`src/rtl/dp_exec_ctrl_pkg.sv`:
```
// Shared definitions for the data-processing execute controller:
// opcodes, condition codes, flag indices, FSM states.
package dp_exec_ctrl_pkg;

  localparam int FN = 3;
  localparam int FZ = 2;
  localparam int FC = 1;
  localparam int FV = 0;

  localparam logic [1:0] SH_ROR = 2'b11;

  typedef enum logic [3:0] {
    OP_AND, OP_EOR, OP_SUB, OP_RSB,
    OP_ADD, OP_ADC, OP_SBC, OP_RSC,
    OP_TST, OP_TEQ, OP_CMP, OP_CMN,
    OP_ORR, OP_MOV, OP_BIC, OP_MVN
  } opcode_e;

  typedef enum logic [3:0] {
    CC_EQ, CC_NE, CC_CS, CC_CC,
    CC_MI, CC_PL, CC_VS, CC_VC,
    CC_HI, CC_LS, CC_GE, CC_LT,
    CC_GT, CC_LE, CC_AL, CC_NV
  } cond_e;

  typedef enum logic [2:0] {
    S_IDLE,
    S_COND,
    S_RS_READ,
    S_READ,
    S_EXEC,
    S_WB
  } state_e;

  // Compare/test opcodes have no destination write
  function automatic logic is_test(input logic [3:0] opc);
    return opc[3:2] == 2'b10;
  endfunction

  // Test ops reuse the ALU op that computes the same result
  function automatic logic [3:0] alu_op_of(input logic [3:0] opc);
    logic [3:0] op;
    unique case (opc)
      OP_TST:  op = OP_AND;
      OP_TEQ:  op = OP_EOR;
      OP_CMP:  op = OP_SUB;
      OP_CMN:  op = OP_ADD;
      default: op = opc;
    endcase
    return op;
  endfunction

endpackage

```
`src/rtl/dp_exec_ctrl_cond_check.sv`:
```
// ARM condition-code evaluator against an NZCV word.
// Purely combinational so the branch unit can reuse it.
module dp_exec_ctrl_cond_check
  import dp_exec_ctrl_pkg::*;
(
  input  logic [3:0] cond,
  input  logic [3:0] nzcv,
  output logic       pass
);

  logic n;
  logic z;
  logic c;
  logic v;

  assign n = nzcv[FN];
  assign z = nzcv[FZ];
  assign c = nzcv[FC];
  assign v = nzcv[FV];

  // Decode condition field into pass/fail
  always_comb begin
    pass = 1'b0;
    unique case (cond_e'(cond))
      CC_EQ: pass = z;
      CC_NE: pass = !z;
      CC_CS: pass = c;
      CC_CC: pass = !c;
      CC_MI: pass = n;
      CC_PL: pass = !n;
      CC_VS: pass = v;
      CC_VC: pass = !v;
      CC_HI: pass = c && !z;
      CC_LS: pass = !c || z;
      CC_GE: pass = n == v;
      CC_LT: pass = n != v;
      CC_GT: pass = !z && (n == v);
      CC_LE: pass = z || (n != v);
      CC_AL: pass = 1'b1;
      CC_NV: pass = 1'b0;
      default: pass = 1'b0;
    endcase
  end

endmodule

```
`src/rtl/dp_exec_ctrl.sv`:
```
// Multi-cycle sequencer for one ARM data-processing instruction.
// Owns the NZCV register; all strobes and controls are registered.
module dp_exec_ctrl
  import dp_exec_ctrl_pkg::*;
#(
  parameter int RADDR_W = 4
) (
  input  logic               clk,
  input  logic               rst,
  input  logic               instr_valid,
  output logic               instr_ready,
  input  logic [31:0]        instr,
  input  logic [3:0]         alu_nzcv,
  output logic [RADDR_W-1:0] rn_addr,
  output logic [RADDR_W-1:0] rm_addr,
  output logic [RADDR_W-1:0] rd_addr,
  output logic               rd_we,
  output logic               opa_we,
  output logic               opb_we,
  output logic               rs_we,
  output logic               imm_sel,
  output logic [1:0]         shift_type,
  output logic [7:0]         shift_amt,
  output logic               shift_by_rs,
  output logic [3:0]         alu_op,
  output logic               alu_c,
  output logic               alu_v,
  output logic [3:0]         flags,
  output logic               done
);

  state_e      state;
  state_e      next_state;
  logic [31:0] ir;
  logic [31:0] ir_n;
  logic        accept;
  logic [3:0]  cond_sel;
  logic        cond_pass;
  logic        pass_q;

  logic               ready_d;
  logic               rd_we_d;
  logic               opa_we_d;
  logic               opb_we_d;
  logic               rs_we_d;
  logic               done_d;
  logic [RADDR_W-1:0] rn_d;
  logic [RADDR_W-1:0] rm_d;
  logic [RADDR_W-1:0] rd_d;
  logic               imm_d;
  logic [1:0]         st_d;
  logic [7:0]         sa_d;
  logic               by_rs_d;
  logic [3:0]         op_d;

  logic unused_ok;
  assign unused_ok = ^ir[27:26];

  assign accept = (state == S_IDLE) && instr_valid;
  assign ir_n   = accept ? instr : ir;

  // In IDLE the incoming word is checked so a cond-fail can retire in COND
  assign cond_sel = (state == S_IDLE) ? instr[31:28] : ir[31:28];

  dp_exec_ctrl_cond_check u_cond (
    .cond (cond_sel),
    .nzcv (flags),
    .pass (cond_pass)
  );

  assign alu_c = flags[FC];
  assign alu_v = flags[FV];

  // State register
  always_ff @(posedge clk) begin
    if (rst) state <= S_IDLE;
    else     state <= next_state;
  end

  // Next-state sequencing
  always_comb begin
    next_state = state;
    unique case (state)
      S_IDLE:    if (instr_valid) next_state = S_COND;
      S_COND: begin
        if (!cond_pass)             next_state = S_WB;
        else if (!ir[25] && ir[4])  next_state = S_RS_READ;
        else                        next_state = S_READ;
      end
      S_RS_READ: next_state = S_READ;
      S_READ:    next_state = S_EXEC;
      S_EXEC:    next_state = S_WB;
      S_WB:      next_state = S_IDLE;
      default:   next_state = S_IDLE;
    endcase
  end

  // Output values for the coming cycle
  always_comb begin
    ready_d  = next_state == S_IDLE;
    rs_we_d  = next_state == S_RS_READ;
    opa_we_d = next_state == S_READ;
    opb_we_d = (next_state == S_READ) && !ir_n[25];
    rd_we_d  = (state == S_EXEC) && !is_test(ir_n[24:21]);
    done_d   = (state == S_EXEC) || (accept && !cond_pass);
    rn_d     = RADDR_W'(ir_n[19:16]);
    rd_d     = RADDR_W'(ir_n[15:12]);
    rm_d     = (next_state == S_RS_READ) ? RADDR_W'(ir_n[11:8])
                                         : RADDR_W'(ir_n[3:0]);
    imm_d    = ir_n[25];
    by_rs_d  = !ir_n[25] && ir_n[4];
    op_d     = alu_op_of(ir_n[24:21]);
    st_d     = ir_n[6:5];
    sa_d     = ir_n[4] ? 8'd0 : {3'b000, ir_n[11:7]};
    if (ir_n[25]) begin
      st_d = SH_ROR;
      sa_d = {3'b000, ir_n[11:8], 1'b0};
    end
  end

  // Registered controls and strobes
  always_ff @(posedge clk) begin
    if (rst) begin
      instr_ready <= 1'b1;
      rd_we       <= 1'b0;
      opa_we      <= 1'b0;
      opb_we      <= 1'b0;
      rs_we       <= 1'b0;
      done        <= 1'b0;
      rn_addr     <= '0;
      rm_addr     <= '0;
      rd_addr     <= '0;
      imm_sel     <= 1'b0;
      shift_type  <= 2'b00;
      shift_amt   <= 8'd0;
      shift_by_rs <= 1'b0;
      alu_op      <= 4'd0;
    end else begin
      instr_ready <= ready_d;
      rd_we       <= rd_we_d;
      opa_we      <= opa_we_d;
      opb_we      <= opb_we_d;
      rs_we       <= rs_we_d;
      done        <= done_d;
      rn_addr     <= rn_d;
      rm_addr     <= rm_d;
      rd_addr     <= rd_d;
      imm_sel     <= imm_d;
      shift_type  <= st_d;
      shift_amt   <= sa_d;
      shift_by_rs <= by_rs_d;
      alu_op      <= op_d;
    end
  end

  // Instruction capture, cond result and NZCV update at end of WB
  always_ff @(posedge clk) begin
    if (rst) begin
      ir     <= '0;
      pass_q <= 1'b0;
      flags  <= 4'b0000;
    end else begin
      ir <= ir_n;
      if (state == S_COND) pass_q <= cond_pass;
      if (state == S_WB && pass_q && (ir[20] || is_test(ir[24:21])))
        flags <= alu_nzcv;
    end
  end

endmodule

```
`config.mk`:
```
export PLATFORM = sky130hd
export DESIGN_NAME = dp_exec_ctrl
export DESIGN_NICKNAME = d
export VERILOG_FILES = /design/src/rtl/dp_exec_ctrl_pkg.sv /design/src/rtl/dp_exec_ctrl_cond_check.sv /design/src/rtl/dp_exec_ctrl.sv
export SDC_FILE = /design/constraint.sdc
export NUM_CORES = 1
export LEC_CHECK = 0
export BUFFER_PORTS_ARGS = -buffer_cell sky130_fd_sc_hd__buf_2
export CAP_MARGIN = 40
export CORE_MARGIN = 2
export CORE_UTILIZATION = 52
export CTS_BUF_LIST = sky130_fd_sc_hd__clkbuf_8
export CTS_CLUSTER_SIZE = 8
export DETAILED_ROUTE_END_ITERATION = 8
export GPL_TIMING_DRIVEN = 0
export PLACE_DENSITY = 0.81
export SLEW_MARGIN = 5
export SYNTH_ARGS = -nofsm -noshare
export SYNTH_HDL_FRONTEND = slang
export SYNTH_SLANG_ARGS = --single-unit
```
`constraint.sdc`:
```
create_clock -name clk -period 2.96 [get_ports clk]
set_clock_uncertainty 0.2 [all_clocks]
set_input_delay 0.592 -clock clk [delete_from_list [all_inputs] [get_ports clk]]
set_output_delay 0.592 -clock clk [all_outputs]
set_load 0.1 [all_outputs]
```
==> results_dict.tcl, run 1 <==
set metrics [dict create \
    wl_mm 5.59 \
    p_leak_uw 0.00151 \
    port_buffers 73 \
    synth_cells 282 \
    vias 2227 \
    maxCapViolations 0 \
    hp-class "reg -> reg" \
    seq_area_frac_synth 0.479 \
    cts_tree "done" \
    fin_crit_sh 0.936 \
    cp_data_arrival_time_ps 2770 \
    finalSetupTns_ps 0 \
    place_area_sq_mm 0.00296 \
    critPathTopFamily "simple AND/OR/NAND/NOR gates" \
    combPwrFrac 0.503 \
    crit_slowest_cell "or4b_1" \
    ys_warn_count 0 \
    power_uw 3740 \
    min_period_ps 2770 \
    gp_congestion 0.919 \
    synth_simple_gate_area_share 0.210 \
    seq_power_share 0.283 \
    finalNetCount 408 \
    track_usage 0.222 \
    synth_top_family_by_area "simple AND/OR/NAND/NOR gates" \
    worst_slew_pin_slew_ps 565 \
    postCtsSetupRepairBufs 0 \
    ctsHoldBuffers 0 \
    p_sw_frac 0.471 \
    area_growth_pct 26.6 \
    syn_avg_cell_area_sq_um 8.89 \
    boundaryPins 79 \
    route.detailed.wl_per_inst_um 13.1 \
    fp.coreArea_sq_mm 0.00469 \
    dp_hpwl_mm 3.96 \
    finalSetupViolCount 0 \
    crit_buf_inv 1 \
    rsz0062_at_grt "false" \
    die_height_um 73.4 \
    grt_pass1_vias 2046 \
    synthXorXnorAreaFrac 0.0140 \
    vdd_drop_max_v 0.000754 \
    p_int_uw 1980 \
    grt_pass1_wl_mm 9.12 \
    cp_common_cell "mux2i_1" \
    row_count 25 \
    worstPathRequired_ps 2960 \
    numClockSinks 60 \
    end_kind "register" \
    die_area_sq_mm 0.00539 \
    max_clock_freq_ghz 0.361 \
    worstSkewPairLatency_ps 340 \
    relSlewSlack 0.623 \
    clkPwrFrac 0.214 \
    grt_max_degree 11 \
    criticalPathCategory "reg -> reg" \
    path_max_fanout 10 \
    holdWs_ps 252 \
    yosysUniqueCellTypes 52 \
    synth_mux_area_frac 0.0768 \
    cts-htree-levels 3 \
    slew_viol_final 0 \
    async_flop_share 0 \
    n_antenna_cell 0 \
    drt_iter0_markers 112 \
    antenna_found_initial 0 \
    die_w_um 73.4 \
    start_util 0.534 \
    final_area_sq_mm 0.00318 \
    clk_path_buf_depth 2 \
    synth_enable_flop_cells 0 \
    start_kind "register" \
    ys.flop_type "dfxtp_1" \
    p_switching_uw 1760 \
    ant_nets 0 \
    cts_root_buf "clkbuf_8" \
    critPathMaxStageDelay_ps 540 \
    synthAdderAreaFrac 0 \
    hold_viol_final 0 \
    synth_compound_area_frac 0.147 \
    drive_gt1_frac 0.316 \
    p_per_area_mw_per_mm2 1180 \
    ctsResizeCount 0 \
    ys_seq_elements 60 \
    status "completed" \
    numCtsBuffers 9 \
    routed_via_density 5.20 \
    worstPathCellList "buf_6 -> or4b_1 -> and2_4 -> mux2i_1 -> mux2i_1 -> a211oi_4 -> nor4_2 -> a2bb2oi_1" \
    drcViolationCount 0 \
    synthesis.area_sq_mm 0.00251 \
    dr.pass1.iters 4 \
    grt_overflow_total 0 \
    path_clk_slew_ps 70 \
]
==> sequential cells by signal (all words and copies together) (netlist names), 2 cells and up <==
register	cells
ir	23
shift_amt	5
alu_op	4
flags	4
rm_addr	4
rd_addr	3
rn_addr	3
state	3
shift_type	2
==> worst reg2reg max path: cells and delay by family (launching register included) <==
family	cells	cell delay, ps
DFF	1	330
AOI/OAI and AO/OA	2	240
and+or+nand+nor	3	1180
buffers and inverters	1	140
muxes	2	540
==> cell type report <==
class | count | area [sq um]
buffer | 28 | 169
clock inverter | 6 | 80.1
fill | 380 | 1520
sequential | 60 | 1200
timing repair buffer | 74 | 375
inverter | 3 | 11.3
clock buffer | 10 | 138
multi-input combinational | 193 | 1130
tap | 54 | 67.6
==> placed cells by master, fill, tap and decap left out, drive strengths merged, types with 5 or more instances in the layout <==
master / count
nand2: 56
dfxtp: 60
inv: 5
mux2i: 17
buf: 94
a21oi: 27
nor3: 8
nor2b: 5
clkbuf: 17
nor2: 23
==> per-stage QoR <==
stage	setup slack, ps	std cells	utilization
6_report	188	428	0.677
3_3_place_gp	64.3	411	0.628
4_1_cts	190	428	0.677
5_1_grt	12.6	428	0.677
2_1_floorplan	269	284	-
3_5_place_dp	20.0	412	0.630
==> cell usage after synthesis, drive strengths merged (2+ instances only) <==
master	count	area, sq um
nor2b	5	31.3
nor3	8	50.1
xnor2	3	26.3
nor3b	2	15.0
clkbuf	7	26.3
buf	21	143
nand2b	3	18.8
nor4	2	18.8
mux2	2	22.5
or4b	2	20.0
and2	4	27.5
o21ai	2	10.0
nand2	56	210
or3	2	12.5
nor2	23	86.3
dfxtp	60	1200
nand3	3	15.0
inv	3	11.3
mux2i	17	170
a2bb2oi	4	35.0
a31oi	4	25.0
a21oi	27	135
o21a	2	15.0
==> path summary, 6_finish.rpt <==
check,startpoint,end,slack [ps],cells after the start
min reg2reg,rd_addr[1],rd_addr[1],250,2
min,rd_addr[1],rd_addr[1],250,2
max reg2reg,state[2],rm_addr[3],190,8
max,state[2],rm_addr[3],190,8
==> power groups by stage <==
stage / clock (uW) / sequential [uW] / combinational [uW]
2_1_floorplan: 0 / 1620 / 1000
3_3_place_gp: 0 / 1070 / 1830
3_5_place_dp: 0 / 1070 / 1870
4_1_cts: 814 / 1060 / 1880
5_1_grt: 847 / 1080 / 2010
6_report: 799 / 1060 / 1880
==> cells by family after synthesis <==
kind of cell / count (synthesis)
AOI/OAI and AO/OA: 54
muxes: 19
buffers and inverters: 31
DFF: 60
and+or+nand+nor: 113
xor gates and xnor gates: 4
other: 1
==> per-layer routing <==
metal  global-route usage  part of all wire  vias up
met1                0.269              0.45     1015
met3               0.0645             0.055       13
li1                     -                 -     1123
met4                0.125             0.022        0
met5                    0                 0        -
met2                0.353              0.47       76
(Power assumes the default switching activity.)
==> inputs of run 2 (changes only) <==
BUFFER_PORTS_ARGS = -buffer_cell sky130_fd_sc_hd__clkbuf_2   (was -buffer_cell sky130_fd_sc_hd__buf_2)
CORE_ASPECT_RATIO = 0.5   (was default)
==> run 2 against run 1 <==
Worst hold slack better by 2.3 ps; sequential share of layout area down 0.059 points; fmax down 0.22%; die area up 0.62%; clock power down 5.8%; worst setup slack worse by 6.2 ps; largest cell class unchanged; sequential cell count unchanged; critical path depth unchanged.
==> results_dict.tcl, run 2 (synthesized netlist as in run 1, its figures left out) <==
set metrics [dict create \
    finalSetupViolCount 0 \
    numClockSinks 60 \
    p_per_area_mw_per_mm2 1170 \
    start_util 0.556 \
    path_max_fanout 10 \
    row_count 17 \
    cts_root_buf "clkbuf_8" \
    largest_reg_flops 23 \
    reg_top3 "ir: 23 flops, shift_amt: 5 flops" \
    rsz0062_at_grt "false" \
    p_switching_uw 1830 \
    end_kind "register" \
    relSlewSlack 0.611 \
    clk_path_buf_depth 2 \
    worstPathRequired_ps 2950 \
    grt_max_degree 14 \
    cts_tree "done" \
    finalSetupTns_ps 0 \
    ctsHoldBuffers 0 \
    area_growth_pct 26.8 \
    die_w_um 102 \
    die_height_um 53.1 \
    die_area_sq_mm 0.00543 \
    final_common_cell "clkbuf_2" \
    cp_data_arrival_time_ps 2770 \
    route.detailed.wl_per_inst_um 13.0 \
    final_cells 440 \
    vias 2293 \
    status "completed" \
    boundaryPins 79 \
    grt_pass1_wl_mm 9.07 \
    clkPwrFrac 0.203 \
    n_antenna_cell 0 \
    criticalPathCategory "reg -> reg" \
    max_clock_freq_ghz 0.360 \
    layout_common_cells "clkbuf_2, dfxtp_1, nand2_1" \
    antenna_found_initial 0 \
    finalNetCount 408 \
    top_register "ir" \
    hold_viol_final 0 \
    postCtsSetupRepairBufs 0 \
    drive_gt1_frac 0.321 \
    track_usage 0.225 \
    dr.pass1.iters 4 \
    p_sw_frac 0.492 \
    gp_congestion 0.923 \
    worst_slew_pin_slew_ps 583 \
    drt_iter0_markers 116 \
    fillers 353 \
    p_leak_uw 0.00148 \
    min_period_ps 2780 \
    vdd_drop_max_v 0.000769 \
    slew_viol_final 0 \
    p_int_uw 1890 \
    fp.coreArea_sq_mm 0.00451 \
    drcViolationCount 0 \
    dpl.cell_count 424 \
    path_clk_slew_ps 70 \
    dp_hpwl_mm 4.27 \
    worstSkewPairLatency_ps 340 \
    routed_via_density 5.21 \
    ant_nets 0 \
    grt_pass1_vias 2115 \
    numCtsBuffers 9 \
    ctsResizeCount 0 \
    fin_crit_sh 0.939 \
    combPwrFrac 0.512 \
    grt_overflow_total 0 \
    cts-htree-levels 3 \
    seq_power_share 0.286 \
    hp-class "reg -> reg" \
    wl_mm 5.74 \
    port_buffers 73 \
    maxCapViolations 0 \
    start_kind "register" \
]
[run 2: cell types whose count changed in the layout (fill, tap and decap cells not counted), moves of 2 or more]
cell,delta
clkinv_4,+2
inv_6,+2
buf_2,-73
inv_1,-2
clkbuf_2,+73
[run 2: per-layer routing]
metal / part of all wire / wire length, um / vias to the layer above / global-route usage
met2: 0.49 / 2830 / 80 / 0.393
met1: 0.42 / 2420 / 1078 / 0.261
li1: - / - / 1125 / -
met5: 0 / 0 / - / 0
met3: 0.073 / 419 / 10 / 0.0845
met4: 0.012 / 67 / 0 / 0.0667
[run 2: power by group through the flow]
| stage | combinational, uW | sequential [uW] | clock, uW |
|---|---|---|---|
| final | 1900 | 1060 | 753 |
| after global routing | 2020 | 1080 | 805 |
| after CTS | 1900 | 1060 | 764 |
| after detailed placement | 1880 | 1080 | 0 |
| after global placement | 1830 | 1070 | 0 |
| after floorplan | 1000 | 1620 | 0 |
[run 2: area by class of cell]
class                           count  area (sq um)  share of cell area
Tap cell                           66          82.6              0.0260
Inverter                            3          11.3             0.00354
Multi-Input combinational cell    193          1130               0.356
Clock buffer                        9           124              0.0389
Sequential cell                    60          1200               0.378
Buffer                             28           169              0.0531
Clock inverter                      7          83.8              0.0264
Timing Repair Buffer               74           375               0.118
[run 2: worst paths after layout]
kind                    from         end  slack, ps  cells after the start
setup / recovery    state[1]  rm_addr[3]        180                      8
hold / removal    rd_addr[2]  rd_addr[2]        250                      2
setup reg to reg    state[1]  rm_addr[3]        180                      8
hold reg to reg   rd_addr[2]  rd_addr[2]        250                      2
[run 2: worst max-delay path, stage by stage, from the launching register on]
cell and delay, ps:
dfxtp_1 300, buf_2 170, or4b_1 550, and2_4 180
mux2i_1 180, mux2i_1 350, a211oi_4 100, nor4_2 450
a2bb2oi_1 140
[run 2: through the flow]
step                      area, sq um  hold WS (ps)   util  worst slack [ps]  power, uW
after detailed placement         2970           249  0.659              23.9       2960
after CTS                        3180           259  0.705               180       3720
final                            3180           254  0.705               182       3720
after global placement           2960           242  0.657              70.2       2890
after global routing             3180           270  0.705              29.2       3900
after floorplan                  2510           236      -               269       2630
